--- config.mk ---
export PLATFORM = sky130hd
export DESIGN_NAME = multicycle_ctrl
export DESIGN_NICKNAME = d
export VERILOG_FILES = /design/src/rtl/multicycle_ctrl.sv
export SDC_FILE = /design/constraint.sdc
export NUM_CORES = 1
export LEC_CHECK = 0
export BUFFER_PORTS_ARGS = -buffer_cell sky130_fd_sc_hd__buf_2
export CAP_MARGIN = 15
export CELL_PAD_IN_SITES_DETAIL_PLACEMENT = 2
export CELL_PAD_IN_SITES_GLOBAL_PLACEMENT = 2
export CORE_UTILIZATION = 22
export CTS_BUF_LIST = sky130_fd_sc_hd__clkbuf_16
export CTS_CLUSTER_SIZE = 12
export DETAILED_ROUTE_END_ITERATION = 10
export GPL_TIMING_DRIVEN = 0
export PLACE_DENSITY = 0.82
export SLEW_MARGIN = 20
export SYNTH_ARGS = -nofsm -noshare
export SYNTH_HDL_FRONTEND = slang
export SYNTH_SLANG_ARGS = --single-unit
--- constraint.sdc ---
create_clock -name clk -period 1.7 [get_ports clk]
set_input_delay 0.255 -clock clk [delete_from_list [all_inputs] [get_ports clk]]
set_output_delay 0.255 -clock clk [all_outputs]
set_load 0.005 [all_outputs]
--- src/rtl/multicycle_ctrl.sv ---
// Multicycle Moore control FSM for the 16-bit RISC core: sequences FETCH..last state per instruction.
// Optional single-step WAIT state enabled by defining SINGLE_STEP_EN.
module multicycle_ctrl #(
    parameter int RESET_HOLD = 1
) (
    input  logic        clk,
    input  logic        rst_n,
    input  logic        test,
`ifdef SINGLE_STEP_EN
    input  logic        step,
`endif
    input  logic [15:0] opcode,
    output logic        MemWrite,
    output logic        IRWrite,
    output logic        Imm_5or8,
    output logic        RegWrite,
    output logic        OutREn,
    output logic        Branch,
    output logic        PSWEn,
    output logic        PCWrite,
    output logic        IorD,
    output logic        RegDst,
    output logic        LLorLH,
    output logic        ALUSrcA,
    output logic        JAorJR,
    output logic [1:0]  ALUop,
    output logic [1:0]  MemtoReg,
    output logic [1:0]  ALUSrcB,
    output logic [1:0]  PCSrc,
    output logic [3:0]  state_o,
    output logic        instr_done,
    output logic        illegal
);

    typedef enum logic [3:0] {
        ST_INIT    = 4'd0,
        ST_FETCH   = 4'd1,
        ST_DECODE  = 4'd2,
        ST_EXEC    = 4'd3,
        ST_WB_ALU  = 4'd4,
        ST_WB_IMM  = 4'd5,
        ST_MEMRD   = 4'd6,
        ST_WB_MEM  = 4'd7,
        ST_MEMWR   = 4'd8,
        ST_BRANCH  = 4'd9,
        ST_JUMP    = 4'd10,
        ST_OUT     = 4'd11,
        ST_ILLEGAL = 4'd12,
        ST_WAIT    = 4'd13
    } state_t;

    typedef enum logic [3:0] {
        C_ALUR, C_LHI, C_LLI, C_LDR_IMM, C_LDR_REG, C_STR_IMM, C_STR_REG, C_CMP,
        C_ADDI, C_SUBI, C_MOV, C_JMP, C_JR, C_BCC, C_OUT, C_ILL
    } iclass_t;

    localparam logic [3:0] HOLD_LAST = 4'(RESET_HOLD - 1);

`ifdef SINGLE_STEP_EN
    localparam state_t AFTER_LAST = ST_WAIT;
`else
    localparam state_t AFTER_LAST = ST_FETCH;
`endif

    state_t      state_q, state_d;
    logic [3:0]  hold_cnt_q, hold_cnt_d;
    iclass_t     iclass;
    logic [4:0]  op;
    logic [1:0]  func;
    logic [1:0]  exec_srcb;
    logic [1:0]  exec_aluop;
    logic        dec_regdst;
    logic        step_rise;
    logic        unused_opcode_bits;

    assign op   = opcode[15:11];
    assign func = opcode[1:0];
    assign unused_opcode_bits = ^opcode[10:2];

`ifdef SINGLE_STEP_EN
    logic step_s1_q, step_s1_d, step_s2_q, step_s2_d, step_prev_q, step_prev_d;

    always_comb begin
        step_s1_d   = step;
        step_s2_d   = step_s1_q;
        step_prev_d = step_s2_q;
    end

    always_ff @(posedge clk or negedge rst_n) begin
        if (!rst_n) begin
            step_s1_q   <= 1'b0;
            step_s2_q   <= 1'b0;
            step_prev_q <= 1'b0;
        end else begin
            step_s1_q   <= step_s1_d;
            step_s2_q   <= step_s2_d;
            step_prev_q <= step_prev_d;
        end
    end

    assign step_rise = step_s2_q & ~step_prev_q;
`else
    assign step_rise = 1'b0;
`endif

    always_comb begin
        iclass = C_ILL;
        case (op)
            5'b00000: iclass = C_ALUR;
            5'b00001: iclass = C_LHI;
            5'b00010: iclass = C_LLI;
            5'b00011: iclass = C_LDR_IMM;
            5'b00100: iclass = C_LDR_REG;
            5'b00101: iclass = C_STR_IMM;
            5'b00110: iclass = (func == 2'b00) ? C_STR_REG :
                               (func == 2'b01) ? C_CMP : C_ILL;
            5'b00111: iclass = C_ADDI;
            5'b01000: iclass = C_SUBI;
            5'b01011: iclass = C_MOV;
            5'b10000: iclass = C_JMP;
            5'b10001: iclass = C_JR;
            5'b11000,
            5'b11001: iclass = C_BCC;
            5'b11100: iclass = C_OUT;
            default:  iclass = C_ILL;
        endcase
    end

    // Datapath selects set up in EXEC and held through the following memory/writeback state.
    always_comb begin
        exec_srcb  = 2'b00;
        exec_aluop = 2'b00;
        case (iclass)
            C_LDR_IMM, C_STR_IMM, C_ADDI: exec_srcb = 2'b10;
            C_SUBI: begin
                exec_srcb  = 2'b10;
                exec_aluop = 2'b10;
            end
            C_MOV:  exec_srcb  = 2'b11;
            C_ALUR: exec_aluop = func;
            C_CMP:  exec_aluop = 2'b10;
            default: ;
        endcase
        dec_regdst = (iclass == C_LHI) || (iclass == C_STR_IMM) || (iclass == C_STR_REG);
    end

    always_ff @(posedge clk or negedge rst_n) begin
        if (!rst_n) begin
            state_q    <= ST_INIT;
            hold_cnt_q <= 4'd0;
        end else begin
            state_q    <= state_d;
            hold_cnt_q <= hold_cnt_d;
        end
    end

    always_comb begin
        state_d    = state_q;
        hold_cnt_d = hold_cnt_q;
        case (state_q)
            ST_INIT: begin
                if (hold_cnt_q == HOLD_LAST) begin
                    state_d    = AFTER_LAST;
                    hold_cnt_d = 4'd0;
                end else begin
                    hold_cnt_d = hold_cnt_q + 4'd1;
                end
            end
            ST_FETCH: state_d = ST_DECODE;
            ST_DECODE: begin
                case (iclass)
                    C_LHI, C_LLI: state_d = ST_WB_IMM;
                    C_OUT:        state_d = ST_OUT;
                    C_BCC:        state_d = ST_BRANCH;
                    C_JMP, C_JR:  state_d = ST_JUMP;
                    C_ILL:        state_d = ST_ILLEGAL;
                    default:      state_d = ST_EXEC;
                endcase
            end
            ST_EXEC: begin
                case (iclass)
                    C_LDR_IMM, C_LDR_REG: state_d = ST_MEMRD;
                    C_STR_IMM, C_STR_REG: state_d = ST_MEMWR;
                    C_CMP:                state_d = AFTER_LAST;
                    default:              state_d = ST_WB_ALU;
                endcase
            end
            ST_MEMRD: state_d = ST_WB_MEM;
            ST_WB_ALU, ST_WB_IMM, ST_WB_MEM, ST_MEMWR,
            ST_BRANCH, ST_JUMP, ST_OUT, ST_ILLEGAL: state_d = AFTER_LAST;
            ST_WAIT: if (step_rise) state_d = ST_FETCH;
            default: state_d = ST_INIT;
        endcase
        if (test) begin
            state_d    = ST_INIT;
            hold_cnt_d = 4'd0;
        end
    end

    always_comb begin
        MemWrite   = 1'b0;
        IRWrite    = 1'b0;
        Imm_5or8   = 1'b0;
        RegWrite   = 1'b0;
        OutREn     = 1'b0;
        Branch     = 1'b0;
        PSWEn      = 1'b0;
        PCWrite    = 1'b0;
        IorD       = 1'b0;
        RegDst     = 1'b0;
        LLorLH     = 1'b0;
        ALUSrcA    = 1'b0;
        JAorJR     = 1'b0;
        ALUop      = 2'b00;
        MemtoReg   = 2'b00;
        ALUSrcB    = 2'b00;
        PCSrc      = 2'b00;
        instr_done = 1'b0;
        illegal    = 1'b0;
        state_o    = state_q;

        if (state_q inside {ST_EXEC, ST_WB_ALU, ST_MEMRD, ST_MEMWR}) begin
            ALUSrcA = 1'b1;
            ALUSrcB = exec_srcb;
            ALUop   = exec_aluop;
            RegDst  = dec_regdst;
        end

        case (state_q)
            ST_FETCH: begin
                ALUSrcB = 2'b01;
                PCWrite = 1'b1;
                IRWrite = 1'b1;
            end
            ST_DECODE: begin
                ALUSrcB  = 2'b10;
                Imm_5or8 = 1'b1;
                RegDst   = dec_regdst;
            end
            ST_EXEC: begin
                PSWEn      = (iclass == C_ALUR) || (iclass == C_CMP);
                instr_done = (iclass == C_CMP);
            end
            ST_WB_ALU: begin
                RegWrite   = 1'b1;
                instr_done = 1'b1;
            end
            ST_WB_IMM: begin
                MemtoReg   = 2'b10;
                RegWrite   = 1'b1;
                LLorLH     = (iclass == C_LHI);
                RegDst     = (iclass == C_LHI);
                instr_done = 1'b1;
            end
            ST_MEMRD: IorD = 1'b1;
            ST_WB_MEM: begin
                IorD       = 1'b1;
                MemtoReg   = 2'b01;
                RegWrite   = 1'b1;
                instr_done = 1'b1;
            end
            ST_MEMWR: begin
                IorD       = 1'b1;
                MemWrite   = 1'b1;
                instr_done = 1'b1;
            end
            ST_BRANCH: begin
                ALUSrcB    = 2'b10;
                Imm_5or8   = 1'b1;
                RegDst     = dec_regdst;
                PCSrc      = 2'b01;
                Branch     = 1'b1;
                instr_done = 1'b1;
            end
            ST_JUMP: begin
                PCSrc      = 2'b10;
                PCWrite    = 1'b1;
                JAorJR     = (iclass == C_JR);
                instr_done = 1'b1;
            end
            ST_OUT: begin
                OutREn     = 1'b1;
                instr_done = 1'b1;
            end
            ST_ILLEGAL: begin
                illegal    = 1'b1;
                instr_done = 1'b1;
            end
            default: ;
        endcase
    end

endmodule

Word level (Yosys, flattened, before mapping)

Index checks and enable logic that the tools add are counted.

Shift-type cells: 0
Order comparisons: 0
Multiplexer cells: 34
Bitwise operators: 0
Reductions and logical operators: 23
Eq/ne operators: 45
Div/mod/pow operators: 0
Multipliers: 0
$add $sub $neg: 1

Operators by type and width:

| operator            | count |
|---|---|
| $eq 4x4->1 const B  | 14 |
| $pmux 4 s14         | 1 |
| $eq 4x3->1 const B  | 8 |
| $mux 4              | 7 |
| $pmux 4 s7          | 1 |
| $eq 5x5->1 const B  | 5 |
| $eq 5x3->1 const B  | 4 |
| $pmux 2 s2          | 5 |
| $pmux 4 s5          | 1 |
| $eq 4x2->1 const B  | 4 |
| $reduce_or 2->1     | 8 |
| $mux 1              | 14 |
| $logic_not 4->1     | 3 |
| $pmux 4 s3          | 1 |
| $eq 5x2->1 const B  | 2 |
| $eq 5x4->1 const B  | 2 |
| $eq 4x1->1 const B  | 2 |
| $reduce_or 8->1     | 1 |
| $reduce_or 3->1     | 2 |
| $eq 5x1->1 const B  | 1 |
| $logic_not 5->1     | 1 |
| $add 4x1->4 const B | 1 |
| $mux 2              | 2 |
| $pmux 1 s2          | 2 |
| 9 further kinds     | 11 |

Bits in registers: 8
ROM bits: 0
Memories kept: 0
Bits in writable memories: 0
Input bits: 19
Latch bits: 0
Logic and storage cells: 105
Output and inout port bits: 27

Depth between registers and ports, before layout

Gate-level depths: netlist of run 1.

Word-level depth: 9
Gate-level depth with buffers: 7

Least setup slack after synthesis of run 1

OpenSTA, ideal clock, no wires.

Path type: input port to output port
Start: input opcode[13]
End: output RegDst
Arrival time: 1.370 ns
Slack: 0.075 ns
Path buffers: 2
Cell stages on the path: 7
Required time: 1.445 ns
Path through: buf_2 > buf_2 > nor3_1 > nand2_1 > nand2_1 > nand2_1 > a221oi_1

Word-level cells in the longest chain between the ends: 8
Elaborated cells between the ends (all ways): 24

Ends and longest elaborated chain:

| item                                            | line     | text |
|---|---|---|
| from (decl)                                     | 12       | `input logic [15:0] opcode,` |
| $eq 5x5->1                                      | 108      | `case (op)` |
| $reduce_or 2->1                                 | 108      |  |
| $pmux 4 s14 (*)                                 | 108      |  |
| $eq 4x1->1 / $eq 4x3->1 (equally long branches) | 144, 252 |  |
| $logic_or 1x1->1 (2 in a row)                   | 144      | `dec_regdst = (iclass == C_LHI) \|\| (iclass == C_STR_IMM) \|\| (iclass == C_STR_REG);` |
| $mux 1                                          | 222      | `if (state_q inside {ST_EXEC, ST_WB_ALU, ST_MEMRD, ST_MEMWR}) begin` |
| $pmux 1 s2 (*)                                  | 229      | `case (state_q)` |
| to (decl)                                       | 22       | `output logic RegDst,` |

Mark *: on every way between the ends. The rest lies on a longest branch, timed or not.

Final worst setup path of run 1

Start: register state_q[2], in the netlist state_o[2]
End: output RegDst

Word-level cells in the longest chain between the ends: 4
Elaborated cells between the ends (all ways): 11

Ends and longest elaborated chain:

| item                               | line | text |
|---|---|---|
| from (decl)                        | 65   | `state_t state_q, state_d;` |
| from (signal assigned)             | 152  | `state_q <= state_d;` |
| $eq 4x2->1 (tied with other cells) | 222  |  |
| $reduce_bool 4->1                  | 222  |  |
| $mux 1                             | 222  |  |
| $pmux 1 s2 (*)                     | 229  |  |

Marked as above.

==> results.cfg, run 1 <==
[sta]
min_period_over_period_pct = 110.5
rsz0062_at_grt = true
layout_setup_ws_ps = -177.9
max_freq_mhz = 532.5
max_slew_margin_pct = 65.59
hold_viol = 0
finalSetupViolCount = 17
slew_viol_final = 0
tightest_slew_ps = 516.1
skew_ps = 0.8492
period_needed_ps = 1878

[global_routing]
grt_usage_pct = 21.28
grt_start_max_net_pins = 11
grt_pass1_vias = 1629
antenna_found_initial = 0
grt_pass1_wl_um = 8776
grt.overflow.total = 0

[hold_path]
worstHoldPathType = in -> async

[floorplan]
start_util_pct = 23.62
dieHeight_um = 74.38
io_pins = 46
fp-row-count = 25
dieArea_mm2 = 0.005532
coreArea_mm2 = 0.004880
die-width_um = 74.38

[setup_path]
worstSetupEndpoint = RegDst
crit_arrival_ps = 1620
crit_type = reg -> out
regToRegEndpoint = state_o[0]
rr_startpoint = state_o[2]
worstPathRequired_ps = 1440
ff2ff_path_depth = 6
r2r_slack_ps = -70
crit_start = state_o[2]
cp_max_fo = 10
cp-end-kind = primary output
critPathLaunchType = register

[final_layout]
nNetsFinal = 257
final_area_mm2 = 0.001999
n_fill_cell = 572
finalCoreUtilization_pct = 40.97
syn2layout_area_growth_pct = 73.51
drive_above_1_share_pct = 55.13
antenna_cells = 0

[run_status]
status = complete, but fails checks
failed_checks = setup timing

[job]
max_cap_viol_count = 0

[placed_design]
dpl_cell_area_mm2 = 0.001401
io_buffer_count = 33
place_ws_ps = -476.9
gp_congestion = 0.7439
dp_hpwl_um = 3400

[cts]
cts_sinks = 8
htree_levels = 1
cts_made_buffers = 3
cts_tree = yes
root_buffer = clkbuf_16
cts.path.max_buffers = 2
clk_latency_ps = 230
path_clk_slew_ps = 40

[synthesis]
yosysWarnings = 0
synth_ff_type = dfrtp_1
ys_top_cells_by_area = dfrtp_1 17%, nor2_1 8.5%, a21oi_1 4.8%
ys_seq_area_share_pct = 17.37
synth_seq_cells = 8
yosysMostFrequentCell = nor2_1
synth.net_count = 189
ys_types = 53
synth_edf_count = 0
netlist.area_leader.share_pct = 17.37
syn_area_mm2 = 0.001152
synth_async_sr_flop_share_pct = 100.0
syn_inst = 168
syn-mean-instance-area_um2 = 6.859
yosys.area.top_type = dfrtp_1
synth_commonest_cells = 26 x nor2_1, 13 x nand2_1, 11 x a21oi_1

[routing]
via_per_inst = 5.296
avgRoutedWirePerCell_um = 21.27
finalWirelength_um = 6401
firstDrtPassIters = 4
drtAntennaViolNets = 0
drtIter0Drc = 72
drc = 0
routed-via-count = 1594

[power]
ir_drop_uv = 349.2
power_w = 0.002158
cellPowerDensity_mw_per_mm2 = 1080
power.leakage_nw = 0.9275
==> power by group <==
| part | leakage [nW] | switching [W] | internal [W] |
|---|---|---|---|
| Sequential | 0.107 | 0.0000389 | 0.000222 |
| Clock | 0.0370 | 0.0000991 | 0.000304 |
| Combinational | 0.784 | 0.000835 | 0.000660 |
==> layout by cell type (no fill, tap or decap), drive strengths merged, types with 2 or more instances in the layout <==
cell type	count
o31a	2
buf	77
inv	6
a22oi	2
ha	2
mux2i	3
nor3b	4
a41o	2
o21a	3
nand2b	7
o21ai	11
clkbuf	4
and3b	2
nor2	26
dfrtp	8
or2	3
nor3	7
nand3	5
a21oi	11
nor2b	7
xor2	2
a211oi	3
nand2	13
==> through the flow <==
stage,std cells,setup TNS [ps],hold slack (ps)
5_1_grt,301,-2462,458.1
2_1_floorplan,168,0,-40.59
6_report,301,-1402,422.2
4_1_cts,291,-365.1,400.8
3_3_place_gp,268,-1624,106.0
3_5_place_dp,268,-2100,109.1
==> state kept, by name, indices dropped and copies added (netlist names) <==
name        count
hold_cnt_q      4
state_o         4
==> cell type report <==
type	count	area (um^2)	area share, %
multi-input combinational	138	1077	53.88
timing repair buffer	64	406.6	20.34
sequential	8	202.7	10.14
buffer	15	131.4	6.571
tap	67	83.83	4.193
clock buffer	3	75.07	3.755
inverter	6	22.52	1.126
==> metal layers <==
layer | GRT usage, % | share of wire [%]
met4 | 9.015 | 2.8
met2 | 37.04 | 50
met3 | 2.981 | 3.9
met1 | 26.13 | 43
met5 | 0 | 0
==> kinds of logic (layout without fill, tap and decap cells) <==
family                     after synthesis  count (layout)  share of synthesized area (%)
and+or+nand+nor                         80              80                          35.83
adders and majority gates                2               2                          2.171
xor gates and xnor gates                 2               2                          1.520
AOI/OAI and AO/OA                       50              50                          30.08
muxes                                    4               4                          3.583
DFF                                      8               8                          17.37
buffers and inverters                   22              88                          9.445
==> worst min-delay path by stage <==
| stage | start | endpoint | slack (ps) | cells after the start |
|---|---|---|---|---|
| after floorplan | rst_n | hold_cnt_q[0] | -40 | 0 |
| after global routing | rst_n | state_o[0] | 460 | 2 |
| after CTS | rst_n | state_o[0] | 400 | 2 |
| after detailed placement | rst_n | hold_cnt_q[3] | 110 | 1 |
| final | rst_n | hold_cnt_q[3] | 420 | 2 |
| after global placement | rst_n | hold_cnt_q[3] | 110 | 1 |
==> worst max-delay path: stages (launching register included) <==
cell,delay [ps]
dfrtp_2,490
buf_2,250
a21oi_1,170
mux2i_1,110
a221oi_2,200
buf_2,160
==> what timing repair did <==
action,4_1_cts,5_1_grt
setup endpoints to repair,26,20
hold buffers,1,0
pin swaps,11,8
hold endpoints to repair,8,0
setup buffers,20,10
resized for setup,57,24
Power figures use the tool's default switching activity.
==> run 2, diff against run 1 <==
--- a/config.mk
+++ b/config.mk
@@ -9,12 +9,12 @@
 export CAP_MARGIN = 15
 export CELL_PAD_IN_SITES_DETAIL_PLACEMENT = 2
 export CELL_PAD_IN_SITES_GLOBAL_PLACEMENT = 2
-export CORE_UTILIZATION = 22
+export CORE_UTILIZATION = 25
 export CTS_BUF_LIST = sky130_fd_sc_hd__clkbuf_16
 export CTS_CLUSTER_SIZE = 12
 export DETAILED_ROUTE_END_ITERATION = 10
 export GPL_TIMING_DRIVEN = 0
-export PLACE_DENSITY = 0.82
+export PLACE_DENSITY = 0.88
 export SLEW_MARGIN = 20
 export SYNTH_ARGS = -nofsm -noshare
 export SYNTH_HDL_FRONTEND = slang
==> constraint.sdc (replaced) <==
create_clock -name clk -period 1.9 [get_ports clk]
set_input_delay 0.285 -clock clk [delete_from_list [all_inputs] [get_ports clk]]
set_output_delay 0.285 -clock clk [all_outputs]
set_load 0.005 [all_outputs]
==> results.cfg, run 2 (same netlist as run 1, synthesis figures left out) <==
[global_routing]
antenna_found_initial = 0
grt_start_max_net_pins = 11
grt_pass1_vias = 1517
grt_pass1_wl_um = 8314
grt.overflow.total = 0
grt_usage_pct = 21.45

[setup_path]
crit_type = reg -> out
crit_slowest_cell = dfrtp_2
worstPathRequired_ps = 1620
critPathLaunchType = register
cp-end-kind = primary output
cp_max_fo = 7
cp_top_family = flip-flops
path_buf_inv = 2
crit_arrival_ps = 1610
cpPeakStageDelay_ps = 480
crit_chain = nand2b_4 > o21ai_2 > a21boi_4 > buf_4 > a21oi_1 > buf_2

[cts]
clk_latency_ps = 240
htree_levels = 1
path_clk_slew_ps = 40
root_buffer = clkbuf_16
cts_sinks = 8
cts.path.max_buffers = 2
cts_made_buffers = 3
cts_tree = yes

[power]
power.leakage_nw = 0.8089
ir_drop_uv = 299.7
power_w = 0.001641
cellPowerDensity_mw_per_mm2 = 940.1

[routing]
avgRoutedWirePerCell_um = 20.65
via_per_inst = 5.550
drtAntennaViolNets = 0
routed-via-count = 1493
drc = 0
drtIter0Drc = 87
firstDrtPassIters = 4
finalWirelength_um = 5554

[floorplan]
dieArea_mm2 = 0.004885
die-width_um = 69.89
fp-row-count = 24
dieHeight_um = 69.89
io_pins = 46
start_util_pct = 26.28
coreArea_mm2 = 0.004384

[sta]
tightest_slew_ps = 503.0
skew_ps = 1.317
finalSetupViolCount = 0
period_needed_ps = 1893
hold_viol = 0
max_freq_mhz = 528.3
rsz0062_at_grt = true
slew_viol_final = 0
max_slew_margin_pct = 66.47
min_period_over_period_pct = 99.63

[run_status]
status = completed

[final_layout]
final_cell_mix = 34 x buf_2, 23 x nor2_1, 17 x buf_4, 11 x nand2_1, 11 x a21oi_1
syn2layout_area_growth_pct = 51.47
layout_commonest_cell = buf_2
antenna_cells = 0
drive_above_1_share_pct = 43.78
nNetsFinal = 240
final_area_mm2 = 0.001745

[job]
max_cap_viol_count = 0

[placed_design]
dp_hpwl_um = 3375
gp_congestion = 0.7925
dpl_cell_area_mm2 = 0.001383
io_buffer_count = 33

[hold_path]
worstHoldPathType = in -> async
run 2: layer usage:
metal / vias up / track usage, % / wire, um
met2: 49 / 38.57 / 2922
li1: 703 / - / -
met4: 0 / 4.667 / 131
met1: 730 / 27.54 / 2271
met3: 11 / 2.165 / 229
met5: - / 0 / 0
run 2: layout make-up:
cell class	instances	area [um^2]
buffer	15	117.6
clock buffer	3	75.07
fill	509	2639
inverter	6	22.52
multi-input combinational	138	983.4
sequential	8	202.7
tap	52	65.06
timing repair buffer	47	279.0
run 2: worst paths after layout:
| kind | depth (start not counted) | startpoint | endpoint | slack, ps |
|---|---|---|---|---|
| min in group clk | 2 | test | hold_cnt_q[1] | 480 |
| min reg2reg | 2 | hold_cnt_q[2] | hold_cnt_q[2] | 600 |
| max in group asynchronous | 2 | rst_n | state_o[2] | 1270 |
| max | 6 | state_o[2] | ALUop[1] | 7 |
| min | 2 | rst_n | state_o[1] | 440 |
| max reg2reg | 6 | hold_cnt_q[0] | state_o[1] | 100 |
run 2: stage by stage:
step | util (%) | cells | TNS (ps) | hold WS (ps) | worst slack, ps
after detailed placement | 31.54 | 253 | -405.5 | 137.7 | -301.9
after floorplan | - | 168 | 0 | -10.59 | 214.6
after global placement | 31.54 | 253 | -318.5 | 136.0 | -272.0
after CTS | 36.33 | 262 | -44.36 | 449.9 | -27.68
final | 39.81 | 269 | 0 | 437.4 | 7.064
after global routing | 39.81 | 269 | -183.0 | 453.3 | -73.73
run 2: what timing repair did:
item / CTS / global route
gates resized for setup: 26 / 29
hold buffers: 1 / 0
setup endpoints to repair: 8 / 12
endpoints found under the hold margin: 8 / 0
pin swaps: 5 / 7
setup buffers: 6 / 7
run 2: power breakdown:
part / total (W) / internal [W] / switching [W]
clock: 0.000366 / 0.000272 / 0.0000934
sequential: 0.000225 / 0.000198 / 0.0000261
combinational: 0.00105 / 0.000435 / 0.000615
total: 0.00164 / 0.000906 / 0.000735
==> run 3, diff against run 2 <==
--- a/config.mk
+++ b/config.mk
@@ -14,7 +14,7 @@
 export CTS_CLUSTER_SIZE = 12
 export DETAILED_ROUTE_END_ITERATION = 10
 export GPL_TIMING_DRIVEN = 0
-export PLACE_DENSITY = 0.88
+export PLACE_DENSITY = 0.83
 export SLEW_MARGIN = 20
 export SYNTH_ARGS = -nofsm -noshare
 export SYNTH_HDL_FRONTEND = slang
==> results.cfg, run 3 (same netlist as run 1, synthesis figures left out) <==
[run_status]
status = completed

[sta]
tightest_slew_ps = 530.9
period_needed_ps = 1890
slew_viol_final = 0
finalSetupViolCount = 0
max_slew_margin_pct = 64.61
hold_viol = 0
rsz0062_at_grt = true
skew_ps = 2.020
min_period_over_period_pct = 99.50
max_freq_mhz = 529.0
holdWs_ps = 441.3

[hold_path]
worstHoldPathType = in -> async

[setup_path]
worstPathRequired_ps = 1620
crit_start = opcode[15]
regToRegEndpoint = state_o[1]
cp_max_fo = 10
path_buf_inv = 3
crit_slowest_cell = a41o_1
crit_arrival_ps = 1610
ff2ff_path_depth = 6
crit_type = in -> out
r2r_slack_ps = 50
worst_path_most_repeated_cell = buf_2
critPathLaunchType = primary input
rr_startpoint = hold_cnt_q[0]
crit_chain = buf_2 > buf_2 > nor2_2 > nand3_1 > a41o_1 > o21ai_2 > buf_2
cp-end-kind = primary output
cpPeakStageDelay_ps = 300
cp_top_family = compound AO/OA/AOI/OAI gates

[global_routing]
grt_usage_pct = 20.79
grt_start_max_net_pins = 11
grt_pass1_wl_um = 8038
grt_pass1_vias = 1519
antenna_found_initial = 0
grt.overflow.total = 0

[job]
max_cap_viol_count = 0

[cts]
cts_made_buffers = 3
cts_tree = yes
root_buffer = clkbuf_16
clk_latency_ps = 230
htree_levels = 1
path_clk_slew_ps = 40
cts_sinks = 8
cts.path.max_buffers = 2

[final_layout]
final_cell_mix = 37 x buf_2, 23 x nor2_1, 14 x buf_4, 11 x nand2_1, 11 x a21oi_1
layout_commonest_cell = buf_2
n_fill_cell = 517
drive_above_1_share_pct = 43.32
antenna_cells = 0
nNetsFinal = 240
syn2layout_area_growth_pct = 49.19

[routing]
firstDrtPassIters = 4
routed-via-count = 1486
drtIter0Drc = 59
drtAntennaViolNets = 0
drc = 0
via_per_inst = 5.524
avgRoutedWirePerCell_um = 19.25
finalWirelength_um = 5178

[placed_design]
gp_congestion = 0.8477
io_buffer_count = 33
dp_hpwl_um = 3376

[power]
power.leakage_nw = 0.7945
power_w = 0.001626
ir_drop_uv = 325.1
cellPowerDensity_mw_per_mm2 = 945.9

[floorplan]
start_util_pct = 26.28
die-width_um = 69.89
dieHeight_um = 69.89
fp-row-count = 24
io_pins = 46
coreArea_mm2 = 0.004384
dieArea_mm2 = 0.004885
[run 3: cell counts in the layout (fill, tap and decap cells not counted)]
Identical to the previous run, type by type.
[run 3: layout make-up]
cell class | instances | area, um^2 | share of cell area, %
buffer | 15 | 111.4 | 6.477
inverter | 6 | 22.52 | 1.310
multi-input combinational | 138 | 957.2 | 55.68
clock buffer | 3 | 75.07 | 4.367
timing repair buffer | 47 | 285.3 | 16.59
sequential | 8 | 202.7 | 11.79
tap | 52 | 65.06 | 3.785
[run 3: what timing repair did]
item	in CTS	in global routing
hold buffers	1	0
gates resized for setup	25	19
buffers inserted	10	3
setup endpoints to repair	8	10
pin swaps	5	6
endpoints found under the hold margin	8	0
[run 3: worst max-delay path by stage]
stage,to,depth (start not counted)
floorplan,RegDst,7
global placement,RegDst,9
detailed placement,RegDst,9
CTS,ALUop[0],5
global route,RegDst,9
finish,instr_done,7
[run 3: per-layer routing]
metal / track usage, % / part of all wire, %
met5: 0 / 0
met4: 4.222 / 1.5
met3: 3.175 / 2.5
met2: 35.79 / 50
met1: 27.48 / 45
[run 3: stage by stage]
stage / setup TNS (ps) / area (um^2) / setup WS [ps] / instances / util [%]
finish: 0 / 1719 / 9.534 / 269 / 39.21
global placement: -338.8 / 1383 / -307.9 / 253 / 31.54
CTS: -22.87 / 1624 / -22.87 / 266 / 37.04
floorplan: 0 / 1152 / 214.6 / 168 / -
detailed placement: -453.7 / 1383 / -308.6 / 253 / 31.54
global route: -114.8 / 1719 / -56.16 / 269 / 39.21
[run 3: power breakdown]
| group | switching, W | total, W | internal [W] |
|---|---|---|---|
| clock network | 0.0000898 | 0.000362 | 0.000272 |
| logic | 0.000582 | 0.00103 | 0.000452 |
| registers | 0.0000317 | 0.000230 | 0.000199 |
| total | 0.000703 | 0.00163 | 0.000923 |
